`src/rtl/stream_mux_pkg.sv`:
```
// Shared constants and helpers for the registered round-robin stream multiplexer.
package stream_mux_pkg;

  localparam int unsigned MODE_SEL = 0;
  localparam int unsigned MODE_RR  = 1;

  // Increment an index modulo n with an explicit wrap, safe for non-power-of-two n.
  function automatic int unsigned wrap_inc(input int unsigned idx, input int unsigned n);
    if (idx >= n - 1) begin
      return 0;
    end
    return idx + 1;
  endfunction

endpackage

```
`src/rtl/stream_mux_rr_arbiter.sv`:
```
// Combinational round-robin arbiter: first requester at or after ptr, modulo NUM_IN.
module rr_arbiter
  import stream_mux_pkg::*;
#(
  parameter int unsigned NUM_IN = 4,
  localparam int unsigned SELW  = $clog2(NUM_IN)
) (
  input  logic [NUM_IN-1:0] req,
  input  logic [SELW-1:0]   ptr,
  output logic [SELW-1:0]   grant,
  output logic              grant_valid
);

  int unsigned idx;

  // Walk the channels starting at ptr and pick the first one that is requesting.
  always_comb begin
    grant       = '0;
    grant_valid = 1'b0;
    idx         = 32'(ptr);
    for (int i = 0; i < NUM_IN; i++) begin
      if (!grant_valid && req[idx]) begin
        grant       = SELW'(idx);
        grant_valid = 1'b1;
      end
      idx = wrap_inc(idx, NUM_IN);
    end
  end

endmodule

```
`src/rtl/stream_mux_rr.sv`:
```
// Registered NUM_IN:1 stream multiplexer with valid/ready on every port.
// Channel choice comes from an external select or from round-robin arbitration.
module stream_mux_rr
  import stream_mux_pkg::*;
#(
  parameter int unsigned WIDTH  = 2,
  parameter int unsigned NUM_IN = 4,
  parameter int unsigned MODE   = 0,
  localparam int unsigned SELW  = $clog2(NUM_IN)
) (
  input  logic                    clk,
  input  logic                    rst_n,
  input  logic [NUM_IN*WIDTH-1:0] in_data,
  input  logic [NUM_IN-1:0]       in_valid,
  output logic [NUM_IN-1:0]       in_ready,
  input  logic [SELW-1:0]         sel,
  output logic [WIDTH-1:0]        out_data,
  output logic                    out_valid,
  input  logic                    out_ready,
  output logic [SELW-1:0]         out_chan
);

  logic [SELW-1:0]  grant;
  logic             grant_valid;
  logic             can_accept;
  logic             chan_valid;
  logic [WIDTH-1:0] chan_data;
  logic             xfer;

  if (MODE == MODE_RR) begin : g_rr
    logic [SELW-1:0] rr_ptr;
    logic            unused_sel;

    assign unused_sel = ^sel;

    rr_arbiter #(
      .NUM_IN (NUM_IN)
    ) u_arb (
      .req         (in_valid),
      .ptr         (rr_ptr),
      .grant       (grant),
      .grant_valid (grant_valid)
    );

    // Advance the pointer past the channel just served; hold when idle.
    always_ff @(posedge clk or negedge rst_n) begin
      if (!rst_n) begin
        rr_ptr <= '0;
      end else if (xfer) begin
        rr_ptr <= SELW'(wrap_inc(32'(grant), NUM_IN));
      end
    end
  end else begin : g_sel
    // Out-of-range select values grant nothing.
    assign grant       = sel;
    assign grant_valid = (32'(sel) < NUM_IN);
  end

  // One-deep pipeline: a new word may enter when the slot is empty or draining.
  assign can_accept = !out_valid || out_ready;

  // Decode the grant into ready bits and pick the granted channel's valid/data.
  // Ready is gated by reset so nothing is acknowledged while rst_n is low.
  always_comb begin
    in_ready   = '0;
    chan_valid = 1'b0;
    chan_data  = '0;
    for (int k = 0; k < NUM_IN; k++) begin
      if (grant_valid && grant == SELW'(k)) begin
        in_ready[k] = can_accept && rst_n;
        chan_valid  = in_valid[k];
        chan_data   = in_data[k*WIDTH +: WIDTH];
      end
    end
  end

  assign xfer = chan_valid && can_accept && rst_n && grant_valid;

  // Output register: load on transfer, drain on out_ready, otherwise hold.
  always_ff @(posedge clk or negedge rst_n) begin
    if (!rst_n) begin
      out_data  <= '0;
      out_chan  <= '0;
      out_valid <= 1'b0;
    end else if (xfer) begin
      out_data  <= chan_data;
      out_chan  <= grant;
      out_valid <= 1'b1;
    end else if (out_ready) begin
      out_valid <= 1'b0;
    end
  end

endmodule

```
`config.mk`:
```
export PLATFORM = sky130hd
export DESIGN_NAME = stream_mux_rr
export DESIGN_NICKNAME = d
export VERILOG_FILES = /design/src/rtl/stream_mux_pkg.sv /design/src/rtl/stream_mux_rr_arbiter.sv /design/src/rtl/stream_mux_rr.sv
export SDC_FILE = /design/constraint.sdc
export NUM_CORES = 1
export LEC_CHECK = 0
export CAP_MARGIN = 20
export CELL_PAD_IN_SITES_DETAIL_PLACEMENT = 1
export CELL_PAD_IN_SITES_GLOBAL_PLACEMENT = 1
export CORE_ASPECT_RATIO = 1.1
export CORE_MARGIN = 8
export CORE_UTILIZATION = 27
export DETAILED_ROUTE_END_ITERATION = 16
export PLACE_DENSITY_LB_ADDON = 0.1
export SYNTH_ARGS = -nofsm -noshare
export SYNTH_HDL_FRONTEND = slang
export SYNTH_SLANG_ARGS = --single-unit
```
`constraint.sdc`:
```
create_clock -name clk -period 2.2 [get_ports clk]
set_input_delay 0.22 -clock clk [delete_from_list [all_inputs] [get_ports clk]]
set_output_delay 0.22 -clock clk [all_outputs]
set_load 0.01 [all_outputs]
```
==> results_dict.tcl, run 1 <==
set metrics [dict create \
    cts_resized 0 \
    post_cts_buffers 0 \
    clock_skew_ns 0.00542 \
    die-area_um2 2900 \
    cts.sinks 5 \
    root_buffer "clkbuf_4" \
    routed_via_density 4.79 \
    path_cells "clkdlybuf4s50_1 > buf_4 > nor3_1 > clkdlybuf4s50_1" \
    final_common_cell "clkdlybuf4s50_1" \
    critPathRequiredTime_ns 1.98 \
    slew_headroom 0.801 \
    setup_ws_ns 0.238 \
    ant_nets 0 \
    min_period_over_period 0.892 \
    status "complete, no violations" \
    clkLatencyLatePin_ns 0.26 \
    worst_pin_slew_ns 0.298 \
    area_delta_synth_final_pct 76.7 \
    layout.cells.non_filler 71 \
    setup_viol 0 \
    criticalPathCategory "in -> out" \
    dr.pass1.iters 3 \
    syn_inst 25 \
    crit_arrival_ns 1.74 \
    grt_overflow_total 0 \
    start_util 0.287 \
    fin_nets 73 \
    cts_tree "built" \
    die_y_um 55.7 \
    synth_area_um2 387 \
    dp_slack_ns 0.218 \
    ios 26 \
    slew_viol_final 0 \
    drc 0 \
    grt_max_degree 8 \
    drive_above_1_share 0.327 \
    clk_pin_slew_ns 0.05 \
    drt_iter0_drc 1 \
    ys_types 15 \
    worst_path_max_delay_cell "clkdlybuf4s50_1" \
    power_density_nw_per_um2 619 \
    grt_pass1_vias 429 \
    die_w_um 52.1 \
    yosysTopAreaCell "dfrtp_1" \
    grt_pass1_wl_um 2030 \
    final.setup.tns_ns 0 \
    layout_min_cycle_time_ns 1.96 \
    rows 14 \
    reg2reg_depth 4 \
    yosys_warnings 0 \
    core-area_um2 1350 \
    num_vias 340 \
    h-tree-depth 1 \
    r2r_setup_slack_ns 0.83 \
    rsz0062_at_grt "false" \
    fmax_mhz 510 \
    synth-seq-area-share 0.324 \
    synth.avg_cell_area_um2 15.5 \
    postSynthNetCount 42 \
    critPathMostFrequentCell "clkdlybuf4s50_1" \
    cts-buffers-inserted 3 \
    hold_buffers 0 \
    grtUsageTotal 0.0972 \
    rr_endpoint "out_data[0]$_DFFE_PN0P_" \
    diodes 0 \
    antenna_found_initial 0 \
    max_stage_delay_ns 0.57 \
    hold_violations 0 \
    netlist.area_leader.share 0.324 \
    dp_cells 67 \
    hpwl_um 1020 \
    cap_viol_max_count 0 \
    p_leak_nw 0.273 \
    clockBufferDepth 2 \
    synth_area_leaders "dfrtp_1 (32%), mux2_4 (16%), mux4_2 (12%), o2bb2ai_4 (7.1%), o311ai_4 (6.8%)" \
    utilization 0.506 \
    wl_per_cell_um 16.7 \
    vdd_drop_max_v 0.000176 \
    place_congestion 0.651 \
    timing.rr.start "out_valid$_DFFE_PN0P_" \
    min_path_type "in -> async" \
    synth-seq-cells 5 \
    wl_um 1190 \
    crit_path_start_kind "input port" \
    crit_path_end_kind "output pin" \
    layout_common_cells "clkdlybuf4s50_1 (25), dfrtp_1 (5), mux2_4 (4)" \
    fillers 149 \
    crit_fanout 6 \
    finalPower_uw 423 \
    portBuffers 25 \
]
cell type report:
cell class	instances	area (um^2)	share of cell area
Sequential cell	5	125	0.183
Clock buffer	4	26.3	0.0385
Inverter	1	3.75	0.00549
Timing Repair Buffer	28	273	0.399
Multi-Input combinational cell	17	235	0.344
Tap cell	16	20.0	0.0293
through the flow:
| stage | hold slack, ns | instance area [um^2] |
|---|---|---|
| global route | 0.336 | 683 |
| CTS | 0.320 | 683 |
| detailed placement | 0.497 | 657 |
| global placement | 0.498 | 657 |
| finish | 0.325 | 683 |
| floorplan | -0.0756 | 387 |
kinds of logic (layout without fill, tap and decap cells):
kind of cell | after synthesis | after routing | synth area share
compound gates | 3 | 3 | 0.178
buf+inv | 3 | 33 | 0.0679
flops | 5 | 5 | 0.324
mux | 6 | 6 | 0.272
simple gates | 8 | 8 | 0.159
sequential cells by signal (all words and copies together) (netlist names):
name,cells
out_data,2
out_chan,2
out_valid,1
cell usage after synthesis:
cell,count
nor2b_4,1
nor3_1,2
a2bb2oi_2,1
and4_4,1
mux2_4,4
nand2b_2,1
o311ai_4,1
buf_6,2
inv_1,1
o2bb2ai_4,1
dfrtp_1,5
nand2_1,1
mux4_2,2
nand2b_1,1
nor3b_1,1
routing by layer:
layer	vias to the layer above	share of wire	global-route usage
met3	6	0.10	0.0481
met5	-	0	0
met2	23	0.47	0.143
met1	156	0.37	0.0898
met4	0	0.050	0.103
li1	155	-	-
report_power, final:
part / internal [mW] / switching (mW) / leakage [nW]
combinational: 0.117 / 0.0590 / 0.199
sequential: 0.115 / 0.0139 / 0.0592
clock: 0.0692 / 0.0481 / 0.0150
total: 0.302 / 0.121 / 0.273
worst max path at each step:
stage	start	endpoint	slack, ns
floorplan	out_valid$_DFFE_PN0P_	out_chan[0]$_DFFE_PN0P_	0.82
global placement	sel[1]	in_ready[1]	0.28
detailed placement	sel[0]	out_data[0]$_DFFE_PN0P_	0.22
CTS	sel[0]	in_ready[1]	0.22
global route	sel[1]	in_ready[1]	0.15
finish	sel[1]	in_ready[1]	0.24
worst max-delay path: cells and delay by family:
family,cells,cell delay [ns]
buf+inv,3,1.33
simple gates,1,0.19
Power figures use the tool's default switching activity.
==> run 2, diff against run 1 <==
Settings changed: GPL_TIMING_DRIVEN set to 1, PLACE_DENSITY_LB_ADDON 0.1 to 0.08, TNS_END_PERCENT set to 20.
==> run 2 against run 1 <==
Via count shrank 3.2%. Non-clock buffer count rose by 1. Global-route usage is 1.6 points lower. Die area did not move. Core utilization up 0.56 points. Cell count up 1.4%. Power decreased by 2.4%. Largest cell class unchanged. Critical path type unchanged. First-iteration DRC count is 100% lower.
==> results_dict.tcl, run 2 (same netlist as run 1, synthesis figures left out) <==
set metrics [dict create \
    die_w_um 52.1 \
    fillers 146 \
    grt_pass1_wl_um 1730 \
    min_period_over_period 0.883 \
    rsz0062_at_grt "false" \
    rows 14 \
    worst_pin_slew_ns 0.257 \
    start_util 0.287 \
    portBuffers 25 \
    status "complete, no violations" \
    clk_pin_slew_ns 0.04 \
    dr.pass1.iters 1 \
    cts_resized 0 \
    critPathRequiredTime_ns 1.98 \
    core-area_um2 1350 \
    min_path_type "in -> async" \
    clkLatencyLatePin_ns 0.25 \
    routed_via_density 4.57 \
    grt_overflow_total 0 \
    hold_buffers 0 \
    setup_viol 0 \
    drt_iter0_drc 0 \
    grt_pass1_vias 393 \
    final_common_cell "clkdlybuf4s50_1" \
    area_delta_synth_final_pct 78.6 \
    crit_fanout 6 \
    clock_skew_ns 0.00187 \
    num_vias 329 \
    drive_above_1_share 0.339 \
    cts_tree "built" \
    layout_min_cycle_time_ns 1.94 \
    cap_viol_max_count 0 \
    timing.rr.start "out_valid$_DFFE_PN0P_" \
    utilization 0.512 \
    drc 0 \
    root_buffer "clkbuf_4" \
    worstSetupStartpoint "sel[0]" \
    layout_common_cells "clkdlybuf4s50_1 (25), dfrtp_1 (5), mux2_4 (4), buf_4 (4), clkbuf_4 (3)" \
    wl_um 1090 \
    reg_top3 "out_chan: 2 flops, out_data: 2 flops, out_valid: 1 flops" \
    crit_path_end_kind "output pin" \
    vdd_drop_max_v 0.000180 \
    layout.cells.non_filler 72 \
    die_y_um 55.7 \
    fin_nets 74 \
    wl_per_cell_um 15.1 \
    grt_max_degree 7 \
    antenna_found_initial 0 \
    criticalPathCategory "in -> out" \
    post_cts_buffers 0 \
    final.setup.tns_ns 0 \
    dp_cells 68 \
    slew_headroom 0.828 \
    grtUsageTotal 0.0811 \
    fmax_mhz 515 \
    p_leak_nw 0.278 \
    place_congestion 0.625 \
    power_density_nw_per_um2 597 \
    ios 26 \
    cts.sinks 5 \
    ant_nets 0 \
    hpwl_um 976 \
    clockBufferDepth 2 \
    h-tree-depth 1 \
    hold_violations 0 \
    crit_arrival_ns 1.72 \
    diodes 0 \
    die-area_um2 2900 \
    crit_path_start_kind "input port" \
    cts-buffers-inserted 3 \
    slew_viol_final 0 \
]
[run 2: changes by cell type in the layout (fill, tap and decap cells not counted)]
cell   change
buf_4      +1
[run 2: per-layer routing]
layer	vias up	share of wire	GRT usage
li1	155	-	-
met4	0	0.031	0.0684
met5	-	0	0
met1	150	0.35	0.0701
met3	3	0.12	0.0401
met2	21	0.50	0.132
[run 2: through the flow]
| stage | total power, mW | setup slack [ns] | area (um^2) | hold slack, ns |
|---|---|---|---|---|
| floorplan | 0.211 | 0.817 | 387 | -0.0756 |
| global placement | 0.304 | 0.270 | 664 | 0.499 |
| detailed placement | 0.309 | 0.242 | 664 | 0.507 |
| CTS | 0.422 | 0.233 | 691 | 0.330 |
| global route | 0.431 | 0.182 | 691 | 0.352 |
| finish | 0.412 | 0.256 | 691 | 0.336 |
[run 2: cell type report]
type / instances / area (um^2) / share of cell area
tap: 16 / 20.0 / 0.0290
multi-input combinational: 17 / 235 / 0.341
inverter: 1 / 3.75 / 0.00543
clock buffer: 4 / 26.3 / 0.0380
sequential: 5 / 125 / 0.181
timing repair buffer: 29 / 280 / 0.406
[run 2: critical path, cell delays in order]
cell             delay, ns
clkdlybuf4s50_1       0.53
buf_4                 0.22
nor3b_1               0.19
clkdlybuf4s50_1       0.57
[run 2: power by group]
part	internal [mW]	switching [mW]
sequential	0.115	0.0130
combinational	0.119	0.0567
clock	0.0687	0.0403
total	0.302	0.110
[run 2: final timing paths]
path | endpoint | slack [ns] | depth (start not counted)
worst max-delay path | in_ready[2] | 0.26 | 4
worst min-delay path | out_chan[0]$_DFFE_PN0P_ | 0.34 | 2
worst max register to register | out_data[1]$_DFFE_PN0P_ | 0.83 | 4
worst min register to register | out_chan[1]$_DFFE_PN0P_ | 0.51 | 1
max in group asynchronous | out_chan[1]$_DFFE_PN0P_ | 1.74 | 2
min in group clk | out_chan[1]$_DFFE_PN0P_ | 0.51 | 1
